File: src/rtl/core_out_uart_tx.sv
// core_out_uart_tx: buffers the core's character-output strobes in a FIFO and
// serialises them as 8N1 UART (LSB first) on tx.
//   clock          in  system clock, rising edge
//   reset_n        in  asynchronous active-low reset
//   out_en         in  one-cycle write strobe from the core
//   out_data       in  byte to send, valid while out_en=1
//   overflow_clear in  synchronous clear of the sticky overflow flag
//   tx             out UART line, idle high
//   busy           out frame in flight or FIFO non-empty
//   fifo_count     out bytes queued, excluding the one in the shifter
//   overflow       out sticky: a byte was dropped on a full FIFO
module core_out_uart_tx #(
    parameter int CLKS_PER_BIT    = 16,
    parameter int FIFO_DEPTH_LOG2 = 4
) (
    input  logic                     clock,
    input  logic                     reset_n,
    input  logic                     out_en,
    input  logic [7:0]               out_data,
    input  logic                     overflow_clear,
    output logic                     tx,
    output logic                     busy,
    output logic [FIFO_DEPTH_LOG2:0] fifo_count,
    output logic                     overflow
);
    localparam int DEPTH = 1 << FIFO_DEPTH_LOG2;
    localparam int BW = $clog2(CLKS_PER_BIT);
    localparam logic [BW-1:0] BAUD_LAST = BW'(CLKS_PER_BIT - 1);

    typedef enum logic [1:0] {IDLE, START, DATA, STOP} state_t;

    state_t                     state, next_state;
    logic [7:0]                 mem [DEPTH];
    logic [FIFO_DEPTH_LOG2-1:0] wr_ptr, rd_ptr;
    logic [FIFO_DEPTH_LOG2:0]   count_nx;
    logic [BW-1:0]              baud;
    logic [2:0]                 bit_idx, bit_idx_nx;
    logic [7:0]                 shifter;
    logic                       pop, push, baud_done, tx_nx, busy_nx;

    assign pop       = (state == IDLE) && (fifo_count != '0);
    // count only reaches its top bit when the FIFO holds exactly DEPTH bytes
    assign push      = out_en && (!fifo_count[FIFO_DEPTH_LOG2] || pop);
    assign baud_done = baud == '0;
    assign count_nx  = fifo_count + (FIFO_DEPTH_LOG2+1)'(push) - (FIFO_DEPTH_LOG2+1)'(pop);

    always_ff @(posedge clock) begin
        if (push)
            mem[wr_ptr] <= out_data;
    end

    always_ff @(posedge clock or negedge reset_n) begin
        if (!reset_n) begin
            state      <= IDLE;
            wr_ptr     <= '0;
            rd_ptr     <= '0;
            fifo_count <= '0;
            baud       <= BAUD_LAST;
            bit_idx    <= '0;
            shifter    <= '0;
            tx         <= 1'b1;
            busy       <= 1'b0;
            overflow   <= 1'b0;
        end else begin
            state      <= next_state;
            fifo_count <= count_nx;
            bit_idx    <= bit_idx_nx;
            tx         <= tx_nx;
            busy       <= busy_nx;
            // IDLE keeps the counter preloaded so a pop starts a full start bit
            baud       <= (state == IDLE || baud_done) ? BAUD_LAST : baud - 1'b1;
            overflow   <= (out_en && !push) ? 1'b1 : overflow_clear ? 1'b0 : overflow;
            if (push)
                wr_ptr <= wr_ptr + 1'b1;
            if (pop) begin
                rd_ptr  <= rd_ptr + 1'b1;
                shifter <= mem[rd_ptr];
            end
        end
    end

    always_comb begin
        next_state = state;
        case (state)
            IDLE:    next_state = pop ? START : IDLE;
            START:   next_state = baud_done ? DATA : START;
            DATA:    next_state = (baud_done && bit_idx == 3'd7) ? STOP : DATA;
            default: next_state = baud_done ? IDLE : STOP;
        endcase
    end

    // outputs are computed from the next state so the registered tx/busy line up with it
    always_comb begin
        bit_idx_nx = (state == START) ? 3'd0 : (state == DATA && baud_done) ? bit_idx + 3'd1 : bit_idx;
        tx_nx      = (next_state == START) ? 1'b0 : (next_state == DATA) ? shifter[bit_idx_nx] : 1'b1;
        busy_nx    = (next_state != IDLE) || (count_nx != '0);
    end
endmodule

File: config.mk
export PLATFORM = sky130hd
export DESIGN_NAME = core_out_uart_tx
export DESIGN_NICKNAME = d
export VERILOG_FILES = /design/src/rtl/core_out_uart_tx.sv
export SDC_FILE = /design/constraint.sdc
export NUM_CORES = 1
export LEC_CHECK = 0
export ABC_AREA = 1
export ABC_CLOCK_PERIOD_IN_PS = 7700
export BUFFER_PORTS_ARGS = -buffer_cell sky130_fd_sc_hd__buf_2
export CAP_MARGIN = 20
export CELL_PAD_IN_SITES_DETAIL_PLACEMENT = 1
export CELL_PAD_IN_SITES_GLOBAL_PLACEMENT = 2
export CORE_MARGIN = 2
export CORE_UTILIZATION = 46
export DETAILED_ROUTE_END_ITERATION = 8
export PLACE_DENSITY = 0.82
export SYNTH_ARGS = -nofsm -noshare
export SYNTH_HDL_FRONTEND = slang
export SYNTH_SLANG_ARGS = --single-unit
File: constraint.sdc
create_clock -name clock -period 7.7 [get_ports clock]
set_input_delay 0.385 -clock clock [delete_from_list [all_inputs] [get_ports clock]]
set_output_delay 0.385 -clock clock [all_outputs]
set_load 0.01 [all_outputs]
==> results of run 1 <==
==> cell usage after synthesis, types with 3 or more instances <==
master	instances	area, um2
o211ai_1	25	187.7
buf_2	17	85.08
o221ai_1	7	61.31
o21ai_0	70	350.3
edfxtp_1	128	3844
dfstp_2	5	131.4
dfrtp_1	28	700.7
ha_1	14	175.2
xor2_1	9	78.83
a31oi_1	5	31.28
o22ai_1	10	62.56
a21oi_1	4	20.02
clkbuf_1	9	33.78
nor2_1	109	409.1
nand2_1	42	157.7
inv_1	36	135.1
nand3_1	19	95.09
nand4_1	3	18.77
==> cell type report <==
| type | count | area, um2 |
|---|---|---|
| fill | 1508 | 6903 |
| sequential | 161 | 4677 |
| multi-input combinational | 337 | 1864 |
| clock buffer | 21 | 450.4 |
| tap | 184 | 230.2 |
| inverter | 39 | 146.4 |
| timing repair buffer | 22 | 117.6 |
| clock inverter | 11 | 90.09 |
==> stage by stage <==
| stage | cell area (um2) | setup slack, ns |
|---|---|---|
| after floorplan | 6805 | 5.012 |
| after global placement | 7036 | 4.667 |
| after detailed placement | 7036 | 4.563 |
| after CTS | 7576 | 4.557 |
| after global routing | 7576 | 4.252 |
| final | 7576 | 4.566 |
==> layer usage <==
layer	vias to the layer above	routed length [um]	GRT usage
met2	88	8017	0.3510
met4	0	265	0.06275
met3	24	753	0.04460
met5	-	0	0
met1	2179	7060	0.2996
li1	2023	-	-
==> flip-flops by register name (all words and copies together), names as in the netlist <==
name        cells
tx              1
fifo_count      5
state           2
overflow        1
baud            4
shifter         8
rd_ptr          4
bit_idx         3
mem           128
wr_ptr          4
busy            1
==> critical path, delay by kind of cell (launching register included) <==
| family | cells | cell delay [ns] |
|---|---|---|
| fa+ha+maj | 3 | 0.94 |
| buf+inv | 2 | 0.51 |
| flops | 1 | 0.42 |
| simple gates | 5 | 1.13 |
==> power by group <==
| group | internal (mW) | leakage (nW) | switching [mW] |
|---|---|---|---|
| clock | 0.450 | 0.270 | 0.329 |
| combinational | 0.0858 | 0.915 | 0.173 |
| sequential | 1.01 | 1.53 | 0.0314 |
==> worst paths after layout <==
| kind | cells after the start | slack (ns) | to | start |
|---|---|---|---|---|
| max | 10 | 4.57 | busy$_DFF_PN0_ | state[1]$_DFF_PN0_ |
| max reg2reg | 10 | 4.57 | busy$_DFF_PN0_ | state[1]$_DFF_PN0_ |
| min | 1 | 0.04 | overflow$_DFFE_PN0P_ | reset_n |
| min in group clock | 2 | 0.15 | overflow$_DFFE_PN0P_ | overflow_clear |
| min reg2reg | 1 | 0.45 | baud[0]$_DFF_PN1_ | baud[0]$_DFF_PN1_ |
| max in group asynchronous | 1 | 7.12 | rd_ptr[0]$_DFFE_PN0P_ | reset_n |
==> logic make-up after synthesis <==
kind of cell	Yosys count	share of synthesized area
and+or+nand+nor	188	0.1239
DFF	161	0.6871
AOI/OAI and AO/OA	123	0.1072
buffers and inverters	65	0.03898
adders and majority gates	15	0.02868
xor gates and xnor gates	11	0.01416
==> run_summary.xml, run 1 <==
<?xml version="1.0" encoding="UTF-8"?>
<metrics>
  <group name="sta">
    <metric name="headroom_to_the_max_slew_limit" unit="">0.2995</metric>
    <metric name="timing.final.crit_period" unit="ns">3.134</metric>
    <metric name="totalNegativeSetupSlack" unit="ns">0</metric>
    <metric name="finalClockSkew" unit="ns">0.008028</metric>
    <metric name="whs" unit="ns">0.04080</metric>
    <metric name="rsz0062_at_grt" unit="">false</metric>
    <metric name="max_freq" unit="GHz">0.3191</metric>
    <metric name="worst_pin_slew" unit="ns">1.051</metric>
    <metric name="fin_crit_sh" unit="">0.4070</metric>
    <metric name="setup_viol" unit="">0</metric>
    <metric name="drv_slew" unit="">0</metric>
    <metric name="final-hold-violation-count" unit="">0</metric>
  </group>
  <group name="setup_path">
    <metric name="critical-path-slowest-cell" unit="">inv_1</metric>
    <metric name="worst-path-max-fanout" unit="">20</metric>
    <metric name="timing.critical_path.slowest_cell_delay" unit="ns">0.45</metric>
    <metric name="startpoint_type" unit="">register</metric>
    <metric name="crit_path_end_kind" unit="">register</metric>
    <metric name="crit_chain" unit="">nor2_1 &gt; nand2_1 &gt; inv_1 &gt; ha_1 &gt; inv_1 &gt; ha_1 &gt; fa_1 &gt; or2_2 &gt; nor4_1 &gt; nand3b_1</metric>
    <metric name="crit_required" unit="ns">8.00</metric>
    <metric name="category_of_the_critical_setup_timing_path" unit="">register to register</metric>
    <metric name="worstPathArrival" unit="ns">3.43</metric>
  </group>
  <group name="layout">
    <metric name="finalNonFillerCells" unit="">775</metric>
    <metric name="areaGrowthSynthToFinish" unit="%">11.33</metric>
    <metric name="drive_above_1_share" unit="">0.1235</metric>
    <metric name="share_of_the_core_filled_with_cells_in_the_final_layout" unit="">0.5232</metric>
    <metric name="finalNetCount" unit="">605</metric>
    <metric name="final_common_cell" unit="">edfxtp_1</metric>
    <metric name="insertedDiodeCount" unit="">0</metric>
    <metric name="final_cell_mix" unit="">128 x edfxtp_1, 109 x nor2_1, 70 x o21ai_0</metric>
  </group>
  <group name="synth">
    <metric name="synthCells" unit="">563</metric>
    <metric name="sequential_fraction_of_the_synthesis_area" unit="">0.6871</metric>
    <metric name="synth.distinct_cells" unit="">36</metric>
    <metric name="syn_nets" unit="">590</metric>
    <metric name="post_synth_edffs" unit="">128</metric>
    <metric name="synth_top_flop_cell" unit="">edfxtp_1</metric>
    <metric name="synth.avg_cell_area" unit="um2">12.09</metric>
    <metric name="ys_warn_count" unit="">0</metric>
    <metric name="ys_seq_elements" unit="">161</metric>
    <metric name="post_synth_instance_area" unit="mm2">0.006805</metric>
    <metric name="postSynth.asyncResetShare" unit="">0.2050</metric>
  </group>
  <group name="clock_network">
    <metric name="cts_htree_levels" unit="">4</metric>
    <metric name="clk-insertion-delay-late" unit="ns">0.42</metric>
    <metric name="cts_num_sinks" unit="">161</metric>
    <metric name="cts_resized" unit="">0</metric>
    <metric name="clock_tree.root_cell" unit="">clkbuf_16</metric>
    <metric name="cts-root-to-sink-buffers" unit="">2</metric>
    <metric name="cts_inserted_buffers" unit="">17</metric>
    <metric name="postCtsSetupRepairBufs" unit="">0</metric>
    <metric name="path_clk_slew" unit="ns">0.06</metric>
    <metric name="cts_hold_repair.buffers" unit="">0</metric>
    <metric name="tritoncts_clock_tree" unit="">yes</metric>
  </group>
  <group name="power">
    <metric name="cellPowerDensity" unit="mW/mm2">274.7</metric>
    <metric name="power.static_leakage" unit="nW">2.720</metric>
    <metric name="vdd_drop_max" unit="uV">144.0</metric>
    <metric name="fin_total_pwr" unit="mW">2.081</metric>
  </group>
  <group name="floorplan">
    <metric name="fp.dieArea" unit="mm2">0.01578</metric>
    <metric name="dieHeight" unit="um">125.6</metric>
    <metric name="boundaryPins" unit="">20</metric>
    <metric name="floorplan.core_area" unit="mm2">0.01448</metric>
    <metric name="std_cell_rows" unit="">44</metric>
    <metric name="fp.dieW" unit="um">125.6</metric>
    <metric name="floorplan.initialDensity" unit="">0.4700</metric>
  </group>
  <group name="placed_design">
    <metric name="gp_congestion" unit="">0.8082</metric>
    <metric name="port-buffer-count" unit="">19</metric>
    <metric name="place.detailed.instances" unit="">743</metric>
    <metric name="post-dp-hpwl" unit="um">10410</metric>
  </group>
  <group name="global_routing">
    <metric name="antenna_found_initial" unit="">0</metric>
    <metric name="grt_start_max_net_pins" unit="">68</metric>
    <metric name="gr-total-overflow" unit="">0</metric>
    <metric name="vias_in_the_first_global_route" unit="">4670</metric>
    <metric name="grt_usage" unit="">0.2168</metric>
    <metric name="grt_pass1_wl" unit="um">26010</metric>
  </group>
  <group name="route">
    <metric name="detail-route-antenna-nets" unit="">0</metric>
    <metric name="wire_per_inst" unit="um">20.77</metric>
    <metric name="drt_first_iter_violations" unit="">227</metric>
    <metric name="routed_via_density" unit="">5.566</metric>
    <metric name="routed_wirelength" unit="um">16100</metric>
    <metric name="drt_pass1_iterations" unit="">4</metric>
    <metric name="route.detailed.drc" unit="">0</metric>
    <metric name="via_count" unit="">4314</metric>
  </group>
  <group name="outcome">
    <metric name="result_of_the_run" unit="">completed</metric>
  </group>
  <group name="hold_path">
    <metric name="holdCritPathClass" unit="">input pin to async pin</metric>
  </group>
  <group name="run">
    <metric name="timing.max_cap.violations" unit="">0</metric>
  </group>
</metrics>
Power figures use the tool's default switching activity.
==> run 2, diff against run 1 <==
ABC_CLOCK_PERIOD_IN_PS = 3200   (was 7700)
CORE_UTILIZATION = 43   (was 46)
PLACE_DENSITY = 0.78   (was 0.82)
clock period = 3.2 ns   (was 7.7 ns; I/O delays follow)
==> run_summary.xml, run 2 (synthesis gave the netlist of run 1 again) <==
<?xml version="1.0" encoding="UTF-8"?>
<metrics>
  <group name="layout">
    <metric name="layout.filler_cells" unit="">1633</metric>
    <metric name="finalNetCount" unit="">618</metric>
    <metric name="largestRegisters" unit="">mem (128), shifter (8), fifo_count (5)</metric>
    <metric name="largest-register" unit="">mem</metric>
    <metric name="insertedDiodeCount" unit="">0</metric>
    <metric name="drive_above_1_share" unit="">0.1341</metric>
    <metric name="areaGrowthSynthToFinish" unit="%">14.10</metric>
    <metric name="final_cell_mix" unit="">128 x edfxtp_1, 109 x nor2_1, 70 x o21ai_0</metric>
    <metric name="final_common_cell" unit="">edfxtp_1</metric>
    <metric name="largest_reg_flops" unit="">128</metric>
  </group>
  <group name="sta">
    <metric name="drv_slew" unit="">0</metric>
    <metric name="worst_pin_slew" unit="ns">0.8756</metric>
    <metric name="crit_path_setup_slack_layout" unit="ns">0.4409</metric>
    <metric name="timing.final.crit_period" unit="ns">2.759</metric>
    <metric name="totalNegativeSetupSlack" unit="ns">0</metric>
    <metric name="final-hold-violation-count" unit="">0</metric>
    <metric name="headroom_to_the_max_slew_limit" unit="">0.4141</metric>
    <metric name="setup_viol" unit="">0</metric>
    <metric name="rsz0062_at_grt" unit="">false</metric>
    <metric name="fin_crit_sh" unit="">0.8622</metric>
    <metric name="max_freq" unit="GHz">0.3624</metric>
    <metric name="finalClockSkew" unit="ns">0.006036</metric>
  </group>
  <group name="clock_network">
    <metric name="cts_htree_levels" unit="">4</metric>
    <metric name="path_clk_slew" unit="ns">0.06</metric>
    <metric name="clk-insertion-delay-late" unit="ns">0.41</metric>
    <metric name="cts_num_sinks" unit="">161</metric>
    <metric name="cts_inserted_buffers" unit="">17</metric>
    <metric name="tritoncts_clock_tree" unit="">yes</metric>
    <metric name="cts-root-to-sink-buffers" unit="">2</metric>
    <metric name="postCtsSetupRepairBufs" unit="">0</metric>
    <metric name="clock_tree.root_cell" unit="">clkbuf_16</metric>
  </group>
  <group name="setup_path">
    <metric name="crit_path_end_kind" unit="">register</metric>
    <metric name="worstPathArrival" unit="ns">3.05</metric>
    <metric name="startpoint_type" unit="">register</metric>
    <metric name="crit_required" unit="ns">3.49</metric>
    <metric name="category_of_the_critical_setup_timing_path" unit="">register to register</metric>
    <metric name="worst-path-max-fanout" unit="">4</metric>
  </group>
  <group name="floorplan">
    <metric name="floorplan.core_area" unit="mm2">0.01531</metric>
    <metric name="fp.dieArea" unit="mm2">0.01685</metric>
    <metric name="dieHeight" unit="um">129.8</metric>
    <metric name="floorplan.initialDensity" unit="">0.4444</metric>
    <metric name="std_cell_rows" unit="">45</metric>
    <metric name="fp.dieW" unit="um">129.8</metric>
    <metric name="boundaryPins" unit="">20</metric>
  </group>
  <group name="power">
    <metric name="internal-power" unit="mW">3.875</metric>
    <metric name="power.clock.fraction" unit="">0.386</metric>
    <metric name="p_sw_frac" unit="">0.2495</metric>
    <metric name="seq_power_share" unit="">0.487</metric>
    <metric name="power.static_leakage" unit="nW">2.799</metric>
    <metric name="comb_power_share" unit="">0.127</metric>
    <metric name="cellPowerDensity" unit="mW/mm2">664.9</metric>
    <metric name="vdd_drop_max" unit="uV">432.1</metric>
    <metric name="netSwitchingPower" unit="mW">1.288</metric>
  </group>
  <group name="route">
    <metric name="wire_per_inst" unit="um">19.90</metric>
    <metric name="drt_pass1_iterations" unit="">4</metric>
    <metric name="detail-route-antenna-nets" unit="">0</metric>
    <metric name="via_count" unit="">4350</metric>
    <metric name="routed_via_density" unit="">5.337</metric>
    <metric name="route.detailed.drc" unit="">0</metric>
    <metric name="drt_first_iter_violations" unit="">262</metric>
    <metric name="routed_wirelength" unit="um">16220</metric>
  </group>
  <group name="outcome">
    <metric name="result_of_the_run" unit="">completed</metric>
  </group>
  <group name="global_routing">
    <metric name="grt_usage" unit="">0.2117</metric>
    <metric name="vias_in_the_first_global_route" unit="">4624</metric>
    <metric name="globalRouteMet1Util" unit="">0.2738</metric>
    <metric name="grtUsageMet3" unit="">0.04879</metric>
    <metric name="gr-total-overflow" unit="">0</metric>
    <metric name="met2_usage" unit="">0.3591</metric>
    <metric name="antenna_found_initial" unit="">0</metric>
    <metric name="grt_start_max_net_pins" unit="">67</metric>
    <metric name="grt_pass1_wl" unit="um">26200</metric>
    <metric name="gr-max-usage-layer" unit="">met2</metric>
  </group>
  <group name="hold_path">
    <metric name="holdCritPathClass" unit="">input pin to register</metric>
  </group>
  <group name="placed_design">
    <metric name="gp_congestion" unit="">0.7928</metric>
    <metric name="post-dp-hpwl" unit="um">10290</metric>
    <metric name="post-place-ws" unit="ns">0.4281</metric>
    <metric name="port-buffer-count" unit="">19</metric>
  </group>
  <group name="run">
    <metric name="timing.max_cap.violations" unit="">0</metric>
  </group>
</metrics>
-- run 2: final timing paths --
path | startpoint | endpoint | slack (ns) | depth (start not counted)
max | fifo_count[2]$_DFF_PN0_ | busy$_DFF_PN0_ | 0.44 | 12
min | out_en | wr_ptr[0]$_DFFE_PN0P_ | 0.08 | 3
max reg2reg | fifo_count[2]$_DFF_PN0_ | busy$_DFF_PN0_ | 0.44 | 12
min reg2reg | baud[0]$_DFF_PN1_ | baud[0]$_DFF_PN1_ | 0.45 | 1
max in group asynchronous | reset_n | rd_ptr[0]$_DFFE_PN0P_ | 2.31 | 2
min in group asynchronous | reset_n | overflow$_DFFE_PN0P_ | 0.36 | 2
-- run 2: layer usage --
layer,share of wire,up-vias
li1,-,2052
met1,0.44,2202
met2,0.51,81
met3,0.040,15
met4,0.013,0
met5,0,-
-- run 2: repair_timing --
| action | CTS | global route |
|---|---|---|
| resized for setup | 0 | 0 |
| hold buffers | 3 | 0 |
| endpoints found under the hold margin | 29 | 0 |
-- run 2: area by class of cell --
cell class                 count  area [um2]  area share
clock buffer                  20       436.7     0.05624
clock inverter                12       141.4     0.01821
inverter                      39       146.4     0.01885
multi-input combinational    337        1864      0.2401
sequential                   161        4677      0.6023
tap                          211       264.0     0.03400
timing repair buffer          35       235.2     0.03029
-- run 2: per-stage QoR --
stage	total power, mW	cell area, um2	std cells	util	hold slack, ns
floorplan	2.943	6805	563	-	-0.1356
global placement	3.162	7157	780	0.4673	0.2759
detailed placement	3.212	7157	780	0.4673	0.2931
CTS	5.211	7765	815	0.5070	0.07561
global route	5.390	7765	815	0.5070	0.08251
finish	5.163	7765	815	0.5070	0.08017
-- run 2: power by group through the flow --
stage | Clock, mW | Sequential [mW] | Combinational [mW]
5_1_grt | 2.12 | 2.53 | 0.741
3_5_place_dp | 0 | 2.56 | 0.657
4_1_cts | 2.03 | 2.51 | 0.670
2_1_floorplan | 0 | 2.55 | 0.389
3_3_place_gp | 0 | 2.54 | 0.620
6_report | 1.99 | 2.51 | 0.658
-- run 2: critical path, cell delays in order (launching register included) --
cell	delay [ns]
dfrtp_1	0.40
inv_1	0.10
ha_1	0.15
nand3_1	0.07
nand2_1	0.15
inv_1	0.10
ha_1	0.28
inv_1	0.04
ha_1	0.20
fa_1	0.47
or2_2	0.31
nor4_1	0.26
nand3b_1	0.11
==> run 3, diff against run 2 <==
PLACE_DENSITY = unset   (was 0.78)
PLACE_DENSITY_LB_ADDON = 0.1   (was unset)
==> run_summary.xml, run 3 (synthesis gave the netlist of run 1 again) <==
<?xml version="1.0" encoding="UTF-8"?>
<metrics>
  <group name="placed_design">
    <metric name="gp_congestion" unit="">0.7399</metric>
    <metric name="placed_cell_area" unit="mm2">0.007167</metric>
    <metric name="post-place-ws" unit="ns">0.4019</metric>
    <metric name="place.detailed.instances" unit="">783</metric>
    <metric name="post-dp-hpwl" unit="um">10720</metric>
    <metric name="port-buffer-count" unit="">19</metric>
  </group>
  <group name="route">
    <metric name="routed_via_density" unit="">5.271</metric>
    <metric name="drt_pass1_iterations" unit="">4</metric>
    <metric name="route.detailed.drc" unit="">0</metric>
    <metric name="wire_per_inst" unit="um">20.08</metric>
    <metric name="via_count" unit="">4312</metric>
    <metric name="drt_first_iter_violations" unit="">351</metric>
    <metric name="detail-route-antenna-nets" unit="">0</metric>
    <metric name="routed_wirelength" unit="um">16420</metric>
  </group>
  <group name="power">
    <metric name="cellPowerDensity" unit="mW/mm2">659.1</metric>
    <metric name="seq_power_share" unit="">0.490</metric>
    <metric name="power.static_leakage" unit="nW">2.804</metric>
    <metric name="netSwitchingPower" unit="mW">1.314</metric>
    <metric name="internal-power" unit="mW">3.803</metric>
    <metric name="power.clock.fraction" unit="">0.384</metric>
    <metric name="comb_power_share" unit="">0.126</metric>
    <metric name="vdd_drop_max" unit="uV">364.9</metric>
    <metric name="p_sw_frac" unit="">0.2568</metric>
  </group>
  <group name="sta">
    <metric name="max_freq" unit="GHz">0.3595</metric>
    <metric name="worst_pin_slew" unit="ns">0.8361</metric>
    <metric name="rsz0062_at_grt" unit="">false</metric>
    <metric name="timing.final.crit_period" unit="ns">2.782</metric>
    <metric name="drv_slew" unit="">0</metric>
    <metric name="whs" unit="ns">0.05203</metric>
    <metric name="final-hold-violation-count" unit="">0</metric>
    <metric name="headroom_to_the_max_slew_limit" unit="">0.4405</metric>
    <metric name="setup_viol" unit="">0</metric>
    <metric name="fin_crit_sh" unit="">0.8693</metric>
    <metric name="finalClockSkew" unit="ns">0.01232</metric>
    <metric name="crit_path_setup_slack_layout" unit="ns">0.4181</metric>
    <metric name="totalNegativeSetupSlack" unit="ns">0</metric>
  </group>
  <group name="global_routing">
    <metric name="grt_start_max_net_pins" unit="">50</metric>
    <metric name="gr-total-overflow" unit="">0</metric>
    <metric name="grt_usage" unit="">0.2126</metric>
    <metric name="vias_in_the_first_global_route" unit="">4621</metric>
    <metric name="grt_pass1_wl" unit="um">26030</metric>
    <metric name="antenna_found_initial" unit="">0</metric>
  </group>
  <group name="run">
    <metric name="timing.max_cap.violations" unit="">0</metric>
  </group>
  <group name="clock_network">
    <metric name="path_clk_slew" unit="ns">0.06</metric>
    <metric name="clock_tree.root_cell" unit="">clkbuf_16</metric>
    <metric name="postCtsSetupRepairBufs" unit="">0</metric>
    <metric name="cts_num_sinks" unit="">161</metric>
    <metric name="cts_resized" unit="">0</metric>
    <metric name="cts_inserted_buffers" unit="">17</metric>
    <metric name="cts_hold_repair.buffers" unit="">3</metric>
    <metric name="tritoncts_clock_tree" unit="">yes</metric>
    <metric name="clk-insertion-delay-late" unit="ns">0.43</metric>
    <metric name="cts-root-to-sink-buffers" unit="">2</metric>
    <metric name="cts_htree_levels" unit="">4</metric>
  </group>
  <group name="setup_path">
    <metric name="startpoint_type" unit="">register</metric>
    <metric name="crit_required" unit="ns">3.49</metric>
    <metric name="worst-path-max-fanout" unit="">4</metric>
    <metric name="worstPathArrival" unit="ns">3.08</metric>
    <metric name="crit_path_end_kind" unit="">register</metric>
    <metric name="category_of_the_critical_setup_timing_path" unit="">register to register</metric>
  </group>
  <group name="layout">
    <metric name="layout.filler_cells" unit="">1593</metric>
    <metric name="post-route-cell-area" unit="mm2">0.007765</metric>
    <metric name="finalNonFillerCells" unit="">818</metric>
    <metric name="finalNetCount" unit="">621</metric>
    <metric name="drive_above_1_share" unit="">0.1384</metric>
    <metric name="multiInputGateArea" unit="mm2">0.001864</metric>
    <metric name="final_cell_mix" unit="">128 x edfxtp_1, 109 x nor2_1, 70 x o21ai_0</metric>
    <metric name="largest-register" unit="">mem</metric>
    <metric name="final_common_cell" unit="">edfxtp_1</metric>
    <metric name="areaGrowthSynthToFinish" unit="%">14.10</metric>
    <metric name="largestRegisters" unit="">mem (128), shifter (8), fifo_count (5)</metric>
    <metric name="insertedDiodeCount" unit="">0</metric>
    <metric name="regArea" unit="mm2">0.004677</metric>
    <metric name="largest_reg_flops" unit="">128</metric>
  </group>
  <group name="floorplan">
    <metric name="floorplan.core_area" unit="mm2">0.01531</metric>
    <metric name="floorplan.initialDensity" unit="">0.4444</metric>
    <metric name="fp.dieW" unit="um">129.8</metric>
    <metric name="boundaryPins" unit="">20</metric>
    <metric name="std_cell_rows" unit="">45</metric>
    <metric name="fp.dieArea" unit="mm2">0.01685</metric>
    <metric name="dieHeight" unit="um">129.8</metric>
  </group>
  <group name="outcome">
    <metric name="result_of_the_run" unit="">completed</metric>
  </group>
  <group name="hold_path">
    <metric name="holdCritPathClass" unit="">input pin to register</metric>
  </group>
</metrics>
## run 3: area by class of cell
type	instances	share of cell area
repair buffers	38	0.03158
clock inverters	13	0.01740
multi-input cells	337	0.2401
flip-flops and latches	161	0.6023
well taps	211	0.03400
clock buffers	19	0.05575
inverters	39	0.01885
## run 3: worst max-delay path: stages, from the launching register on
cell and delay [ns]:
dfrtp_1 0.40, inv_1 0.11, ha_1 0.15, nand3_1 0.08, nand2_1 0.14, inv_1 0.09, ha_1 0.28, inv_1 0.04
ha_1 0.20, fa_1 0.45, or2_2 0.31, nor4_1 0.31, nand3b_1 0.12
## run 3: worst paths after layout
kind	startpoint	end	slack, ns	depth (start not counted)
setup / recovery	fifo_count[2]$_DFF_PN0_	busy$_DFF_PN0_	0.42	12
hold / removal	out_en	wr_ptr[0]$_DFFE_PN0P_	0.05	3
setup reg to reg	fifo_count[2]$_DFF_PN0_	busy$_DFF_PN0_	0.42	12
hold reg to reg	baud[0]$_DFF_PN1_	baud[0]$_DFF_PN1_	0.45	1
max in group asynchronous	reset_n	rd_ptr[0]$_DFFE_PN0P_	2.23	2
min in group asynchronous	reset_n	fifo_count[0]$_DFF_PN0_	0.39	2
## run 3: routing by layer
metal / vias up / track usage / part of all wire
met5: - / 0 / 0
met2: 79 / 0.3280 / 0.47
met3: 30 / 0.04059 / 0.039
li1: 2063 / - / -
met4: 0 / 0.08349 / 0.024
met1: 2140 / 0.3002 / 0.47
## run 3: power groups by stage
stage	clock [mW]	combinational, mW	sequential [mW]
floorplan	0	0.389	2.55
global placement	0	0.626	2.54
detailed placement	0	0.642	2.55
CTS	2.00	0.653	2.51
global route	2.08	0.730	2.53
finish	1.96	0.644	2.51
## run 3: metrics by stage
stage               total power [mW]    util
floorplan                      2.943       -
global placement               3.169  0.4680
detailed placement             3.194  0.4680
CTS                            5.165  0.5070
global route                   5.331  0.5070
finish                         5.118  0.5070
